--- src/rtl/llr_pair_feeder.sv ---
// Buffers one N-point block of channel LLRs, converts each to Q8.4 with saturation and issues
// (llr[i], llr[i+N/2]) pairs. Define LLR_ROUND_EN to round half-up instead of flooring.
module llr_pair_feeder #(
  parameter int unsigned N       = 8,
  parameter int unsigned IN_W    = 16,
  parameter int unsigned IN_FRAC = 6
) (
  input  logic                     clk,
  input  logic                     rst_n,
  input  logic                     in_valid,
  output logic                     in_ready,
  input  logic [IN_W-1:0]          in_llr,
  output logic                     pair_valid,
  input  logic                     pair_ready,
  output logic [11:0]              llr_a,
  output logic [11:0]              llr_b,
  output logic [$clog2(N)-2:0]     pair_idx,
  output logic                     block_done,
  output logic                     sat_seen
);

  localparam int unsigned PtrW  = $clog2(N);
  localparam int unsigned IdxW  = PtrW - 1;
  localparam int unsigned Half  = N / 2;
  localparam int unsigned Shift = IN_FRAC - 4;

  localparam logic signed [IN_W:0] SatMax = (IN_W+1)'(2047);
  localparam logic signed [IN_W:0] SatMin = (IN_W+1)'(-2048);
`ifdef LLR_ROUND_EN
  localparam logic signed [IN_W:0] RndTerm = (Shift > 0) ? (IN_W+1)'(1 << (Shift - 1)) : '0;
`endif

  typedef enum logic [1:0] {StLoad, StIssue, StDone} state_e;

  state_e            state_q, state_d;
  logic [PtrW-1:0]   wr_ptr_q, wr_ptr_d;
  logic [IdxW-1:0]   rd_ptr_q, rd_ptr_d;
  logic              sat_q, sat_d;
  logic              wr_en;
  logic [11:0]       mem_q [N];
  logic [11:0]       hold_a_q, hold_b_q;
  logic [IdxW-1:0]   hold_idx_q;

  logic signed [IN_W:0] ext, sum, shifted;
  logic [11:0]          conv;
  logic                 conv_sat;
  logic [11:0]          rd_a, rd_b;

  // One extra bit of headroom so the rounding add can never wrap.
  always_comb begin
    ext = {in_llr[IN_W-1], in_llr};
`ifdef LLR_ROUND_EN
    sum = ext + RndTerm;
`else
    sum = ext;
`endif
    shifted  = sum >>> Shift;
    conv_sat = 1'b0;
    if (shifted > SatMax) begin
      conv     = 12'h7FF;
      conv_sat = 1'b1;
    end else if (shifted < SatMin) begin
      conv     = 12'h800;
      conv_sat = 1'b1;
    end else begin
      conv = shifted[11:0];
    end
  end

  always_comb begin
    state_d  = state_q;
    wr_ptr_d = wr_ptr_q;
    rd_ptr_d = rd_ptr_q;
    sat_d    = sat_q;
    wr_en    = 1'b0;
    unique case (state_q)
      StLoad: begin
        if (in_valid) begin
          wr_en = 1'b1;
          if (conv_sat) sat_d = 1'b1;
          if (wr_ptr_q == PtrW'(N - 1)) begin
            wr_ptr_d = '0;
            state_d  = StIssue;
          end else begin
            wr_ptr_d = wr_ptr_q + PtrW'(1);
          end
        end
      end
      StIssue: begin
        if (pair_ready) begin
          if (rd_ptr_q == IdxW'(Half - 1)) begin
            rd_ptr_d = '0;
            state_d  = StDone;
          end else begin
            rd_ptr_d = rd_ptr_q + IdxW'(1);
          end
        end
      end
      StDone: begin
        sat_d   = 1'b0;
        state_d = StLoad;
      end
      default: state_d = StLoad;
    endcase
  end

  assign rd_a = mem_q[{1'b0, rd_ptr_q}];
  assign rd_b = mem_q[{1'b1, rd_ptr_q}];

  always_comb begin
    in_ready   = (state_q == StLoad);
    pair_valid = (state_q == StIssue);
    block_done = (state_q == StDone);
    sat_seen   = sat_q;
    // Outside ISSUE the pair outputs freeze on whatever was last presented.
    if (state_q == StIssue) begin
      llr_a    = rd_a;
      llr_b    = rd_b;
      pair_idx = rd_ptr_q;
    end else begin
      llr_a    = hold_a_q;
      llr_b    = hold_b_q;
      pair_idx = hold_idx_q;
    end
  end

  always_ff @(posedge clk or negedge rst_n) begin
    if (!rst_n) begin
      state_q    <= StLoad;
      wr_ptr_q   <= '0;
      rd_ptr_q   <= '0;
      sat_q      <= 1'b0;
      hold_a_q   <= '0;
      hold_b_q   <= '0;
      hold_idx_q <= '0;
      for (int unsigned i = 0; i < N; i++) begin
        mem_q[i] <= '0;
      end
    end else begin
      state_q  <= state_d;
      wr_ptr_q <= wr_ptr_d;
      rd_ptr_q <= rd_ptr_d;
      sat_q    <= sat_d;
      if (wr_en) begin
        mem_q[wr_ptr_q] <= conv;
      end
      if (state_q == StIssue) begin
        hold_a_q   <= rd_a;
        hold_b_q   <= rd_b;
        hold_idx_q <= rd_ptr_q;
      end
    end
  end

endmodule

--- config.mk ---
export PLATFORM = sky130hd
export DESIGN_NAME = llr_pair_feeder
export DESIGN_NICKNAME = d
export VERILOG_FILES = /design/src/rtl/llr_pair_feeder.sv
export SDC_FILE = /design/constraint.sdc
export NUM_CORES = 1
export LEC_CHECK = 0
export BUFFER_PORTS_ARGS = -buffer_cell sky130_fd_sc_hd__buf_2
export CORE_AREA = 2 2 99 101
export CTS_CLUSTER_DIAMETER = 60
export DETAILED_ROUTE_END_ITERATION = 10
export DIE_AREA = 0 0 101 103
export GPL_ROUTABILITY_DRIVEN = 0
export PLACE_DENSITY_LB_ADDON = 0.25
export SYNTH_ARGS = -nofsm -noshare
export SYNTH_HDL_FRONTEND = slang
export SYNTH_SLANG_ARGS = --single-unit
--- constraint.sdc ---
create_clock -name clk -period 4.8 [get_ports clk]
set_input_delay 0.96 -clock clk [delete_from_list [all_inputs] [get_ports clk]]
set_output_delay 0.96 -clock clk [all_outputs]
set_load 0.01 [all_outputs]
==> results.md <==
* Worst EP arrival at 2.61 ns
* Post-DP HPWL at just under 7 mm
* Vias at around 3300
* Vias per cell at between 6 and 7
* Antenna diodes at 0
* CTS sink count at 130
* Crit Path Class: reg -> out
* Routed len/inst at 20.8 um
* Syn nets at approximately 400
* Initial antenna violation count at 0
* Final min period at roughly 3.6 ns
* Sw frac at ~30%
* Final Hold Viols at 0
* NetSw at 1.51 mW
* Nets at about 440
* Pin count of the biggest net entering global routing at 50
* Gate Count Post-Synth at around 370
* Worst-path clk slew at roughly 0.06 ns
* Crit path launch type: flop
* Final setup viols at 0
* Tightest Hold Check Type: in -> async
* Mapped Area at about 5900 um^2
* Fin Hold WS at roughly 0.42 ns
* Core Box Area at between 9000 and 10000 um^2
* Pre-antenna DRT Iters at 4
* Worst EP required at about 3.8 ns
* Buffers on Ports at 47
* Cell internal pwr at ~3.5 mW
* Synthesis-stage register bit count at 130
* CTS tree: yes
* Crit Path Max Fanout at 18
* GRT overflow at 0
* Latest clock arrival within the worst-skew pair at 0.52 ns
* Maximum clock rate at between 200 and 300 MHz
* First-pass GRT wire length at between 15 and 20 mm
* Setup TNS at 0 ns
* H-tree Lvls at 4
* Max_cap viols at 0
* Slew Limit Fails at 0
* Synth-to-Final Area Change at 13.5%
* CP Capture Type: output pin
* Gr usage total at a little under a quarter
* DR iter-0 viols at around 170
* Mapped Avg Cell Area at around 16 um^2
* Worst rel slew slack at between 40% and 50%
* Worst Tran Pin Value at about 0.8 ns
* Maximum vdd drop at 586 uV
* DRC Markers at 0
* Power, Total at about 5.0 mW
* Flop pwr share at between 30% and 40%
* Post-CTS Resized at 0
* Setup repair bufs after CTS at 0
* Status: finished, final reports clean
* Die extent in y at 103 um
* Clk pwr share at a little under a quarter
* Hold buffer count at CTS at 0
* Synthesis Warnings at 0
* Row Count at 36
* Combinational share of power at 37.8%
* RSZ-0062 raised after global routing: no
* CTS buffer count at 17
* Pwr dens at 756 nW/um^2
* Ratio of cells with drive above 1 in the final layout at a little over half
* Clock Root Buffer: clkbuf_8
* Maximum clock path buffer count at 2
* Die area at approximately 10000 um^2
* Post-synthesis sequential area ratio at 55.5%
* Clock Skew at between 0.008 and 0.009 ns
* WL final at between 10 and 15 mm
* Fillers at 616
* P_leak at 2.92 nW
* Vias in the first global route at about 3500
* Unique masters post-synth at 26
* Die Span X at ~100 um
* IO Pins at 50
* Initial Util at between 60% and 70%
* Fin crit share at between 70% and 80%
* Antenna Nets Post-Route at 0
## cells in the final DEF, fill, tap and decap left out
cell type,Yosys,final
inv_1,2,2
or3_1,1,1
buf_2,9,46
dfrtp_1,130,130
mux2_2,110,110
and4_4,2,2
nand3_2,1,1
nor3b_1,2,2
clkbuf_1,2,1
a41oi_1,1,1
a21boi_0,11,11
nand3_1,3,3
nor2b_1,2,1
nor2_1,16,16
nand2_1,7,7
mux2_4,15,15
o22ai_1,11,11
ha_1,3,3
buf_4,7,6
nor3_1,2,2
mux2_1,2,2
nor3b_2,1,1
clkbuf_16,0,16
clkinv_2,0,5
nor2b_2,0,1
a21oi_1,1,1
bufinv_16,0,1
and3b_1,1,1
mux4_2,24,24
clkbuf_8,0,6
## synth_stat cells (all sizes together)
master	count	share of area, %
a21boi	11	1.4
a21oi	1	0.085
a41oi	1	0.15
and3b	1	0.15
and4	2	0.38
buf	22	2.8
clkbuf	2	0.13
dfrtp	130	55
ha	3	0.64
inv	2	0.13
mux2	127	25
mux4	24	9.2
nand2	7	0.45
nand3	4	0.43
nor2	16	1.0
nor2b	2	0.21
nor3	2	0.17
nor3b	3	0.47
o22ai	11	1.2
or3	1	0.11
## registers in the layout, indices dropped and copies added (netlist names)
name        cells
hold_a_q       12
hold_b_q       12
hold_idx_q      2
mem_q          96
rd_ptr_q        2
sat_seen        1
state_q         2
wr_ptr_q        3
## cells by family (layout without fill, tap and decap cells)
logic type	after synthesis	in the layout	share of synthesized area, %
AO/OA/AOI/OAI	24	24	2.82
adder cells (fa/ha/maj)	3	3	0.640
buffers and inverters	26	83	3.07
flip-flops	130	130	55.5
multiplexers	151	151	34.6
AND/OR/NAND/NOR	38	38	3.39
## critical path, cell delays in order (launching register included)
cell     delay [ns]
dfrtp_1        0.48
nor2b_2        0.67
buf_4          0.40
mux2_2         0.38
buf_2          0.14
## power by group through the flow
stage	Sequential (mW)	Clock, mW	Combinational [mW]
after floorplan	1.84	0	1.53
after global placement	1.90	0	1.86
after detailed placement	1.94	0	1.91
after CTS	1.94	1.20	1.93
after global routing	2.01	1.25	2.07
final	1.94	1.19	1.90
## layer usage
layer,up-vias,track usage [%],wire [um]
li1,1465,-,-
met1,1715,31.5,4910
met2,85,38.7,5680
met3,18,6.78,522
met4,0,8.94,167
met5,-,0,0
## per-stage QoR
stage	std cells	instance area, um^2	setup WS (ns)	util, %
detailed placement	514	6110	1.73	64.6
CTS	543	6650	1.15	70.3
finish	543	6650	1.23	70.3
global route	543	6650	1.05	70.3
floorplan	372	5860	2.37	-
global placement	514	6110	1.76	64.6
## final timing paths
kind,from,endpoint,slack (ns),cells past startpoint
worst max-delay path,state_q[0],llr_a[2],1.23,4
worst min-delay path,rst_n,hold_b_q[10],0.42,1
worst max register to register,state_q[0],rd_ptr_q[0],2.70,4
worst min register to register,hold_b_q[0],hold_b_q[0],0.49,1
max in group asynchronous,rst_n,hold_a_q[1],3.37,2
min in group clk,hold_b_q[0],hold_b_q[0],0.49,1
## area by class of cell
type	count	area [um^2]	share of cell area (%)
clock buffer	23	487	7.32
multi-input combinational	216	2430	36.6
sequential	130	3250	48.9
tap	114	143	2.14
timing repair buffer	52	275	4.14
inverter	2	7.51	0.113
clock inverter	6	55.1	0.828
Power figures use the tool's default switching activity.
